## config.mk

```make
export PLATFORM = sky130hd
export DESIGN_NAME = uart_rx_parity_check
export DESIGN_NICKNAME = d
export VERILOG_FILES = /design/src/rtl/uart_rx_parity_check.sv
export SDC_FILE = /design/constraint.sdc
export NUM_CORES = 1
export LEC_CHECK = 0
export BUFFER_PORTS_ARGS = -buffer_cell sky130_fd_sc_hd__buf_4
export CAP_MARGIN = 30
export CORE_MARGIN = 2
export CORE_UTILIZATION = 55
export CTS_CLUSTER_DIAMETER = 60
export DETAILED_ROUTE_END_ITERATION = 7
export PLACE_DENSITY = 0.8
export SKIP_LAST_GASP = 1
export SLEW_MARGIN = 5
export SYNTH_ARGS = -nofsm -noshare
export SYNTH_HDL_FRONTEND = slang
export SYNTH_SLANG_ARGS = --single-unit
```

## constraint.sdc

```tcl
create_clock -name clk -period 2.6 [get_ports clk]
set_clock_uncertainty 0.1 [all_clocks]
set_input_delay 0.52 -clock clk [delete_from_list [all_inputs] [get_ports clk]]
set_output_delay 0.52 -clock clk [all_outputs]
set_load 0.02 [all_outputs]
```

## src/rtl/uart_rx_parity_check.sv

```systemverilog
// 8O1 UART receiver: 2-flop synchroniser, mid-bit sampling, odd-parity
// and stop-bit checking. One rx_valid pulse per frame. Data and flags are
// held until the next frame completes.
module uart_rx_parity_check #(
  parameter int CLKS_PER_BIT = 16
) (
  input  logic       clk,
  input  logic       rst,
  input  logic       rxd,
  output logic [7:0] rx_data,
  output logic       rx_valid,
  output logic       parity_err,
  output logic       frame_err,
  output logic       busy
);

  localparam int CW = $clog2(CLKS_PER_BIT);
  localparam logic [CW-1:0] CNT_LAST = CW'(CLKS_PER_BIT - 1);
  localparam logic [CW-1:0] CNT_HALF = CW'(CLKS_PER_BIT / 2 - 1);

  typedef enum logic [2:0] {IDLE, START, DATA, PARITY, STOP, WAIT_HIGH} state_t;

  state_t          state, state_nx;
  logic            rx_meta, rxs;
  logic [CW-1:0]   cnt;
  logic [2:0]      bit_idx;
  logic [7:0]      shreg;
  logic            acc, par_bit;
  logic            mid_bit, half_bit;
  logic            sample_data, sample_par, sample_stop, start_ok;

  assign mid_bit  = (cnt == CNT_LAST);
  assign half_bit = (cnt == CNT_HALF);
  assign busy     = (state != IDLE);

  // Two-flop synchroniser; resets to the idle (high) line level.
  always_ff @(posedge clk or negedge rst) begin
    if (!rst) begin
      rx_meta <= 1'b1;
      rxs     <= 1'b1;
    end else begin
      rx_meta <= rxd;
      rxs     <= rx_meta;
    end
  end

  // State register.
  always_ff @(posedge clk or negedge rst) begin
    if (!rst) state <= IDLE;
    else      state <= state_nx;
  end

  // Next-state logic and sampling strobes.
  always_comb begin
    state_nx    = state;
    sample_data = 1'b0;
    sample_par  = 1'b0;
    sample_stop = 1'b0;
    start_ok    = 1'b0;
    case (state)
      IDLE:      if (!rxs) state_nx = START;
      START:     if (half_bit) begin
                   if (rxs) state_nx = IDLE;   // glitch, not a start bit
                   else begin
                     state_nx = DATA;
                     start_ok = 1'b1;
                   end
                 end
      DATA:      if (mid_bit) begin
                   sample_data = 1'b1;
                   if (bit_idx == 3'd7) state_nx = PARITY;
                 end
      PARITY:    if (mid_bit) begin
                   sample_par = 1'b1;
                   state_nx   = STOP;
                 end
      STOP:      if (mid_bit) begin
                   sample_stop = 1'b1;
                   // a low stop bit may be a break; wait for the line to recover
                   state_nx    = rxs ? IDLE : WAIT_HIGH;
                 end
      WAIT_HIGH: if (rxs) state_nx = IDLE;
      default:   state_nx = IDLE;
    endcase
  end

  // Baud counter: free-runs within a state, cleared on every transition.
  always_ff @(posedge clk or negedge rst) begin
    if (!rst)                                   cnt <= '0;
    else if (state_nx != state || state == IDLE) cnt <= '0;
    else if (mid_bit)                           cnt <= '0;
    else                                        cnt <= cnt + CW'(1);
  end

  // Shift register, bit index and running parity.
  always_ff @(posedge clk or negedge rst) begin
    if (!rst) begin
      bit_idx <= '0;
      shreg   <= '0;
      acc     <= 1'b0;
      par_bit <= 1'b0;
    end else begin
      if (start_ok) begin
        bit_idx <= '0;
        acc     <= 1'b0;
      end
      if (sample_data) begin
        shreg[bit_idx] <= rxs;
        acc            <= acc ^ rxs;
        bit_idx        <= bit_idx + 3'd1;
      end
      if (sample_par) par_bit <= rxs;
    end
  end

  // Output register: byte and flags update together with the rx_valid pulse.
  always_ff @(posedge clk or negedge rst) begin
    if (!rst) begin
      rx_valid   <= 1'b0;
      rx_data    <= 8'h00;
      parity_err <= 1'b0;
      frame_err  <= 1'b0;
    end else begin
      rx_valid <= sample_stop;
      if (sample_stop) begin
        rx_data    <= shreg;
        parity_err <= ~(acc ^ par_bit);  // odd parity: data + p must hold odd ones
        frame_err  <= ~rxs;
      end
    end
  end

endmodule

```

### Yosys cells after proc, flatten, opt, wreduce, memory -nomap -nowiden

Cells that the tools add are included.

* bits in registers: 33
* bits in latches: 0
* memory bits (writable): 0
* bits in read-only memories: 0
* logic and storage cells: 60
* memories: 0

* $add $sub $neg: 2
* $mul: 0
* div/mod/pow operators: 0
* magnitude comparators: 2
* eq/ne operators: 9
* shifts and indexed selects: 0
* mux-type cells: 26
* bitwise logic cells: 4
* reduce and logical (&&, ||, !) cells: 5

Operators with widths (count)
* two-way mux 3 bit: 10
* one-hot mux 3 bit (6 select lines): 1
* two-way mux 1 bit: 10
* == test 3 bit, second input constant: 3
* bitwise mux 8 bit: 1
* two-way mux 4 bit: 2
* == test 3 x 2 -> 1 bit, second input constant: 2
* adder 4 x 1 -> 4 bit, second input constant: 1
* == test 4 x 3 -> 1 bit, second input constant: 1
* == test 4 bit, second input constant: 1
* < comparator 3 x 4 -> 1 bit, second input constant: 1
* adder 3 x 1 -> 3 bit, second input constant: 1
* demux 1 bit (select 3 bit): 1
* == test 3 x 1 -> 1 bit, second input constant: 1
* greater-or-equal comparator 3 x 1 -> 1 bit, second input constant: 1
* logical NOT 3 bit: 1
* != test 3 bit: 1
* nonzero test 3 bit: 1
* two-way mux 2 bit: 1
* NOT 1 bit: 2
* nonzero test 2 bit: 1
* XOR 1 bit: 2
* logical AND 1 bit: 1
* logical OR 1 bit: 1

### Longest topological paths before layout

Gate-level depths: netlist of the first run.

* word-level depth: 7
* mapped depth: 7
* depth with buffers taken out: 6

### Worst setup path before layout of the first run

No wires, ideal clock.

* kind: register to register
* start: register cnt[0]
* end: register shreg[3]
* library setup time: 0.125 ns
* data arrival time: 1.640 ns
* data required time: 2.375 ns
* setup slack: 0.735 ns
* cell stages (with the launch flop): 7
* buffers on the path: 0
* period minus slack after synthesis: 1.865 ns
* cells stage by stage: dfrtp_1 ha_1 and3_4 and3_2 nand2_1 nor3b_1 mux2_2

* cells in the longest elaborated chain, start to end: 3

RTL lines
* from (decl): line 25 `logic [CW-1:0] cnt;`
* from (signal assigned): line 92 `else cnt <= cnt + CW'(1);`
* == test 4 bit: line 32 `assign mid_bit = (cnt == CNT_LAST);`
* two-way mux 1 bit: line 69 `DATA: if (mid_bit) begin`
* two-way mux 1 bit: line 60 `case (state)`
* to (signal, indexed assignment): line 108 `shreg[bit_idx] <= rxs;`
* to (decl): line 27 `logic [7:0] shreg;`

Every way passes these cells.
A chain may end at the register's enable or synchronous reset.

### Worst setup path after layout of the first run

Ends and elaborated chain as after synthesis.

==> impl_metrics.ini, run 1 <==
[place]
hpwl_um = 1850
portBuffers = 14
place_area_um2 = 1730
place.gp.congestion = 0.811

[sta]
fin_crit_sh = 0.822
grt_setup_unrepaired = no
clock.fmax_mhz = 468
finalHoldViolCount = 0
period_needed_ns = 2.14
slew_headroom = 0.628
finalMaxSlewViolations = 0
finalSetupViolations = 0
setup_tns_ns = 0
worst_pin_slew_ns = 0.556

[cts]
cts_tree = yes
clk_latency_ns = 0.34
cts_setup_buffers = 0
cts_max_path_buffers = 2
cts.sinks = 33
clk_pin_slew_worst_paths_ns = 0.10
htree_levels = 2
clockRootBuffer = clkbuf_4
cts_hold_buf = 0
cts_made_buffers = 5
cts_resized = 0

[synth]
synth_top_area_cell = dfrtp_1
synth_top_flop_cell = dfrtp_1
netlist.area_leader.share = 0.453
synth_cell_types = 47
synth-seq-area-share = 0.484
syn-num-nets = 146
syn_avg_cell_area_um2 = 12.2
synth-edff-count = 0
yosys_register_bits = 33
synthCells = 140
synth_area_um2 = 1710
async_flop_share = 1.00
yosysWarningCount = 0
synth_area_leaders = dfrtp_1 45%, mux2_2 11%, dfstp_2 3.1%

[critical_path]
critPathLaunchType = flop
arrival_ns = 2.27
crit_required_ns = 2.73
cp_max_fo = 12
path_class = reg2reg
endpoint_kind = flop

[pwr]
power_leakage_uw = 0.000902
switchingPower_uw = 406
p_per_area_nw_per_um2 = 733
p_int_uw = 925
seq_power_share = 0.470
switching_share = 0.305
power_frac_comb = 0.230
pwr-share-clk = 0.300
peakVddDrop_mv = 0.468

[finish]
area_delta_synth_final_pct = 6.07
num_antenna_cells = 0
fillCellCount = 252
drive_above_1_share = 0.331
fin_nets = 159
final_common_cell = dfrtp_1
final_cell_mix = 31 x dfrtp_1, 17 x mux2_2, 15 x buf_4
post-route-cell-area_um2 = 1820

[floorplan]
initial_core_util = 0.570
die_h_um = 59.8
core_area_um2 = 3000
dieArea_um2 = 3570
ioPinCount = 15
rows = 20
die_w_um = 59.8

[grt]
grt_pass1_wl_um = 4730
grtUsageTotal = 0.181
antenna_found_initial = 0
grt_pass1_vias = 1050
grt_max_degree = 34
grt_overflow = 0

[worst_hold_path]
min_path_type = in2async

[drt]
vias = 1081
drc = 0
dr_wl_met3_um = 97
firstDrtPassIters = 4
wl_per_cell_um = 14.4
wl_met2_um = 1370
ant_nets = 0
m1WireLength_um = 1190
drtIter0Drc = 28
viasPerCell = 5.78
totalWireLength_um = 2690
top_layer = met4

[job]
maxCapViolations = 0

[status]
status = finished, final reports clean
-- sequential cells by signal (all words and copies together) (netlist names) --
name and flops:
bit_idx 3, parity_err 1, rx_data 8, frame_err 1
acc 1, rx_meta 1, par_bit 1, shreg 8
rxs 1, state 3, cnt 4, rx_valid 1
-- critical path, cell delays in order, from the launching register on --
cell and delay [ns]:
dfrtp_1 0.41, ha_1 0.28, and3_4 0.32, and3_2 0.25, nand2_1 0.09, nor3b_1 0.22, mux2_2 0.36
-- path summary, 6_finish.rpt --
check / endpoint / slack (ns) / cells after the start / from
max in group asynchronous: rxs / 2.08 / 1 / rst
min in group clk: rx_meta / 0.18 / 1 / rxd
min: cnt[3] / 0.0004 / 1 / rst
min reg2reg: rxs / 0.26 / 0 / rx_meta
max: shreg[3] / 0.46 / 6 / cnt[0]
max reg2reg: shreg[3] / 0.46 / 6 / cnt[0]
-- cell usage after synthesis (all sizes together) (2+ instances only) --
cell	n
ha	3
o21ai	6
nor3	3
a31oi	4
a21o	2
dfrtp	31
nand2	12
nor2	7
mux2	17
nor2b	2
a21oi	3
nor3b	2
and3	3
mux2i	2
nand4	2
xnor2	2
bufbuf	2
inv	3
nand3	6
buf	6
or3	2
a22o	2
nand3b	2
dfstp	2
nand2b	2
-- layer usage --
| layer | vias to the layer above | global-route usage |
|---|---|---|
| met5 | - | 0 |
| met4 | 0 | 0.0698 |
| met3 | 4 | 0.0584 |
| met2 | 19 | 0.289 |
| met1 | 530 | 0.227 |
| li1 | 528 | - |
-- cell families after synthesis --
| group | count (synthesis) | synth area share |
|---|---|---|
| mux | 19 | 0.124 |
| fa+ha+maj | 3 | 0.0219 |
| compound gates | 23 | 0.0972 |
| xor+xnor | 3 | 0.0154 |
| buf+inv | 12 | 0.0855 |
| simple gates | 47 | 0.173 |
| flops | 33 | 0.484 |
-- metrics by stage --
step,power (uW),hold WS (ns),util,cells,setup slack (ns)
global placement,914,0.246,0.576,179,0.552
finish,1330,0.000436,0.605,187,0.463
CTS,1340,0.00490,0.605,187,0.444
detailed placement,937,0.250,0.576,179,0.501
global route,1410,0.0156,0.605,187,0.296
floorplan,880,0.124,-,140,0.735
-- power groups by stage --
stage	registers [uW]	logic (uW)	clock network (uW)
after floorplan	621	259	0
after global placement	627	287	0
after detailed placement	634	303	0
after CTS	625	309	408
after global routing	638	340	431
final	626	306	399
-- final cells by class --
cell class / count / area [um^2] / area share
Clock inverter: 1 / 30.0 / 0.0165
Clock buffer: 7 / 55.1 / 0.0303
Timing Repair Buffer: 15 / 113 / 0.0620
Inverter: 3 / 11.3 / 0.00620
Multi-Input combinational cell: 95 / 737 / 0.406
Sequential cell: 33 / 828 / 0.456
Tap cell: 33 / 41.3 / 0.0227
(Power assumes the default switching activity.)
==> run 2: changes to the inputs <==
- CORE_UTILIZATION: 55 -> 52
- clock period: 2.6 -> 1.9 ns (I/O delays scaled with it)
==> impl_metrics.ini, run 2 (synthesized netlist as in run 1, its figures left out) <==
[sta]
slew_headroom = 0.730
finalMaxSlewViolations = 0
worst_pin_slew_ns = 0.405
fin_crit_sh = 0.974
period_needed_ns = 1.85
finalHoldViolCount = 0
clock.fmax_mhz = 540
finalSetupViolations = 0

[grt]
grt_max_degree = 34
grt.busiest_layer = met2
grtUsageTotal = 0.179
grt_pass1_vias = 1054
grt_pass1_wl_um = 4840
grtUsageMet2 = 0.272
grt_use_met3 = 0.0567
use_met1 = 0.238
grt_overflow = 0
antenna_found_initial = 0

[critical_path]
critPathSlowestCell = dfrtp_1
cp_num_buf_inv = 1
crit_required_ns = 2.05
arrival_ns = 2.00
endpoint_kind = flop
cp_cell_sequence = ha_2, buf_4, nand2_1, o21ai_1, o2111ai_4, mux2i_1, a211oi_2
critPathMaxStageDelay_ns = 0.37
path_class = reg2reg
cp_max_fo = 4
critPathTopFamily = compound AO/OA/AOI/OAI gates
critPathLaunchType = flop

[finish]
fillCellCount = 247
area_delta_synth_final_pct = 20.4
num_antenna_cells = 0
top_regs = rx_data (8), shreg (8), cnt (4)
drive_above_1_share = 0.457
final_util = 0.664
final_common_cell = buf_4
fin_nets = 178
final_cell_mix = 31 x buf_4, 29 x dfrtp_1, 16 x mux2_2
post-route-cell-area_um2 = 2060

[place]
hpwl_um = 2080
place_area_um2 = 1850
portBuffers = 14
place.gp.congestion = 0.848

[drt]
totalWireLength_um = 3100
wl_per_cell_um = 14.3
drc = 0
firstDrtPassIters = 4
ant_nets = 0
viasPerCell = 5.47
drtIter0Drc = 42
vias = 1186

[cts]
cts_tree = yes
clockRootBuffer = clkbuf_4
cts_made_buffers = 5
cts_max_path_buffers = 2
htree_levels = 2
cts.sinks = 33
clk_latency_ns = 0.34
clk_pin_slew_worst_paths_ns = 0.10

[floorplan]
core_area_um2 = 3100
die_h_um = 61.4
rows = 20
initial_core_util = 0.552
die_w_um = 61.4
ioPinCount = 15
dieArea_um2 = 3770

[job]
maxCapViolations = 0

[pwr]
peakVddDrop_mv = 0.854
p_per_area_nw_per_um2 = 1030
power_leakage_uw = 0.00101

[worst_hold_path]
min_path_type = in2reg

[status]
status = finished, final reports clean
[run 2: changes by cell type in the layout (fill, tap and decap cells not counted), moves of 2 or more]
cell	before	now
buf_4	15	31
dfrtp_2	0	2
nor3b_1	2	0
dfrtp_1	31	29
nor3b_2	0	2
[run 2: per-stage QoR]
stage / setup WS [ns] / TNS [ns] / total power [uW] / cells / hold WS, ns
2_1_floorplan: 0.0354 / 0 / 1200 / 140 / -0.0156
3_3_place_gp: 0.0680 / 0 / 1320 / 203 / 0.237
3_5_place_dp: -0.0280 / -0.0322 / 1350 / 203 / 0.244
4_1_cts: -0.0253 / -0.0397 / 2010 / 212 / 0.0211
5_1_grt: -0.0666 / -0.184 / 2240 / 217 / 0.0204
6_report: 0.0489 / 0 / 2120 / 217 / 0.0442
[run 2: worst register-to-register path: cells and delay by family (launching register included)]
kind	cells	cell delay (ns)
flip-flops	1	0.37
multiplexers	1	0.17
adder cells (fa/ha/maj)	1	0.20
AND/OR/NAND/NOR	1	0.11
buffers and inverters	1	0.13
AO/OA/AOI/OAI	3	0.69
[run 2: cell type report]
type	instances	area, um^2	share of cell area
clock inverters	3	65.1	0.0316
clock buffers	5	37.5	0.0182
repair buffers	33	263	0.128
inverters	3	11.3	0.00546
multi-input cells	96	798	0.387
flip-flops and latches	33	831	0.403
well taps	44	55.1	0.0267
[run 2: power breakdown]
part / internal, uW / switching (uW)
combinational: 310 / 322
sequential: 771 / 68.0
clock: 407 / 240
[run 2: path summary, 6_finish.rpt]
kind	endpoint	start	slack, ns	cells after the start
max	cnt[3]	cnt[1]	0.05	7
min	rx_meta	rxd	0.04	1
max reg2reg	cnt[3]	cnt[1]	0.05	7
min reg2reg	rxs	rx_meta	0.26	0
max in group asynchronous	rxs	rst	0.97	2
min in group asynchronous	bit_idx[2]	rst	0.40	2
[run 2: layer usage]
layer  part of all wire  up-vias
met5                  0        -
met3              0.047        5
met1               0.44      574
li1                   -      570
met2               0.50       37
met4              0.014        0
[run 2: what timing repair did]
item                                    in CTS  in global routing
hold buffers                                 1                  0
pin swaps                                    0                  3
endpoints found under the setup margin       3                  8
cloned                                       0                  1
setup buffers                                0                  4
hold endpoints to repair                    31                  0
gates resized for setup                      3                 11
==> run 3: changes to the inputs <==
- CELL_PAD_IN_SITES_DETAIL_PLACEMENT: unset -> 1
- CELL_PAD_IN_SITES_GLOBAL_PLACEMENT: unset -> 1
- CORE_UTILIZATION: 52 -> 43
- PLACE_DENSITY: 0.8 -> 0.81
==> impl_metrics.ini, run 3 (synthesized netlist as in run 1, its figures left out) <==
[place]
portBuffers = 14
hpwl_um = 2660
dpl.cell_count = 209
place.gp.congestion = 0.853

[worst_hold_path]
min_from = rxd
hold_path_depth = 1
min_path_type = in2reg
worstHoldEndpoint = rx_meta

[cts]
cts_made_buffers = 5
clockRootBuffer = clkbuf_8
cts_max_path_buffers = 2
cts_tree = yes
clk_pin_slew_worst_paths_ns = 0.07
htree_levels = 2
cts.sinks = 33
clk_latency_ns = 0.28

[pwr]
power_uw = 1990
peakVddDrop_mv = 0.489
p_per_area_nw_per_um2 = 973
power_leakage_uw = 0.00101

[critical_path]
crit_required_ns = 1.97
cp-startpoint = cnt[0]
cp_cell_sequence = ha_1, and3_4, and3_4, nand2_2, nor3_1, mux2_2
arrival_ns = 1.93
cp_max_fo = 6
path_class = reg2reg
r2r_setup_slack_ns = 0.04
cp_num_buf_inv = 0
endpoint_kind = flop
critPathMaxStageDelay_ns = 0.37
r2r_cells = 6
critPathSlowestCell = dfrtp_1
r2r-start = cnt[0]
critPathTopFamily = simple AND/OR/NAND/NOR gates
cp_common_cell = and3_4
critPathLaunchType = flop
rr_endpoint = shreg[1]

[sta]
finalMaxSlewViolations = 0
slew_headroom = 0.721
fin_crit_sh = 0.981
clock.fmax_mhz = 537
finalHoldViolCount = 0
period_needed_ns = 1.86
worst_pin_slew_ns = 0.419
grt_setup_unrepaired = yes
finalSetupViolations = 0

[floorplan]
die_w_um = 67.1
ioPinCount = 15
dieArea_um2 = 4500
initial_core_util = 0.457
core_area_um2 = 3740
rows = 22
die_h_um = 67.1

[drt]
ant_nets = 0
wl_per_cell_um = 18.3
firstDrtPassIters = 4
drtIter0Drc = 33
viasPerCell = 5.56
totalWireLength_um = 4060
vias = 1234
drc = 0

[finish]
num_antenna_cells = 0
drive_above_1_share = 0.460
fillCellCount = 423
fin_cells = 222
top_regs = rx_data (8), shreg (8), cnt (4)
final_common_cell = buf_4
final_cell_mix = 32 x buf_4, 29 x dfrtp_1, 17 x mux2_2
fin_nets = 179
area_delta_synth_final_pct = 19.4

[grt]
grt_overflow = 0
grt_pass1_vias = 1330
grt_pass1_wl_um = 6610
grt_max_degree = 34
antenna_found_initial = 0
grtUsageTotal = 0.202

[status]
status = finished, final reports clean

[job]
maxCapViolations = 0
## run 3: cell types whose count changed in the layout (fill, tap and decap cells not counted), moves of 2 or more
cell / delta
clkbuf_4: -5
o21ai_2: +2
bufinv_16: -2
clkbuf_8: +5
## run 3: how the worst max path moves through the flow
stage / to / slack, ns / cells after the start
2_1_floorplan: shreg[3] / 0.04 / 6
3_3_place_gp: shreg[3] / 0.08 / 6
3_5_place_dp: shreg[3] / -0.06 / 6
4_1_cts: busy / 0.01 / 4
5_1_grt: shreg[5] / -0.05 / 6
6_report: shreg[1] / 0.04 / 6
## run 3: report_power, final
part / internal (uW) / switching [uW] / leakage [uW]
clock network: 254 / 251 / 0.0000450
registers: 772 / 101 / 0.000441
logic: 289 / 322 / 0.000522
total: 1310 / 675 / 0.00101
## run 3: worst reg2reg max path: stages (launching register included)
cell	delay, ns
dfrtp_1	0.37
ha_1	0.20
and3_4	0.25
and3_4	0.20
nand2_2	0.08
nor3_1	0.18
mux2_2	0.36
## run 3: layout make-up
class	instances	area (um^2)	area share
clock buffer	6	72.6	0.0355
sequential	33	831	0.406
timing repair buffer	35	290	0.142
multi-input combinational	95	769	0.376
tap	48	60.1	0.0294
clock inverter	2	10.0	0.00490
inverter	3	11.3	0.00551
## run 3: layer usage
| metal | vias to the layer above | global-route usage | routed length (um) |
|---|---|---|---|
| li1 | 561 | - | - |
| met1 | 643 | 0.245 | 1730 |
| met2 | 23 | 0.347 | 2120 |
| met3 | 7 | 0.0574 | 148 |
| met4 | 0 | 0.0587 | 63 |
| met5 | - | 0 | 0 |
## run 3: repair_timing
action	in CTS	in global routing
endpoints found under the setup margin	7	8
hold buffers	1	0
pin swaps	1	5
resized for setup	3	10
hold endpoints to repair	31	0
buffers inserted	1	3
## run 3: per-stage QoR
step	setup WS (ns)	TNS (ns)	hold slack, ns	util	cell area (um^2)
floorplan	0.0354	0	-0.0156	-	1710
global placement	0.0751	0	0.235	0.501	1870
detailed placement	-0.0605	-0.0786	0.249	0.501	1870
CTS	0.0113	0	0.0912	0.533	2000
global route	-0.0528	-0.236	0.0891	0.546	2040
finish	0.0368	0	0.0998	0.546	2040
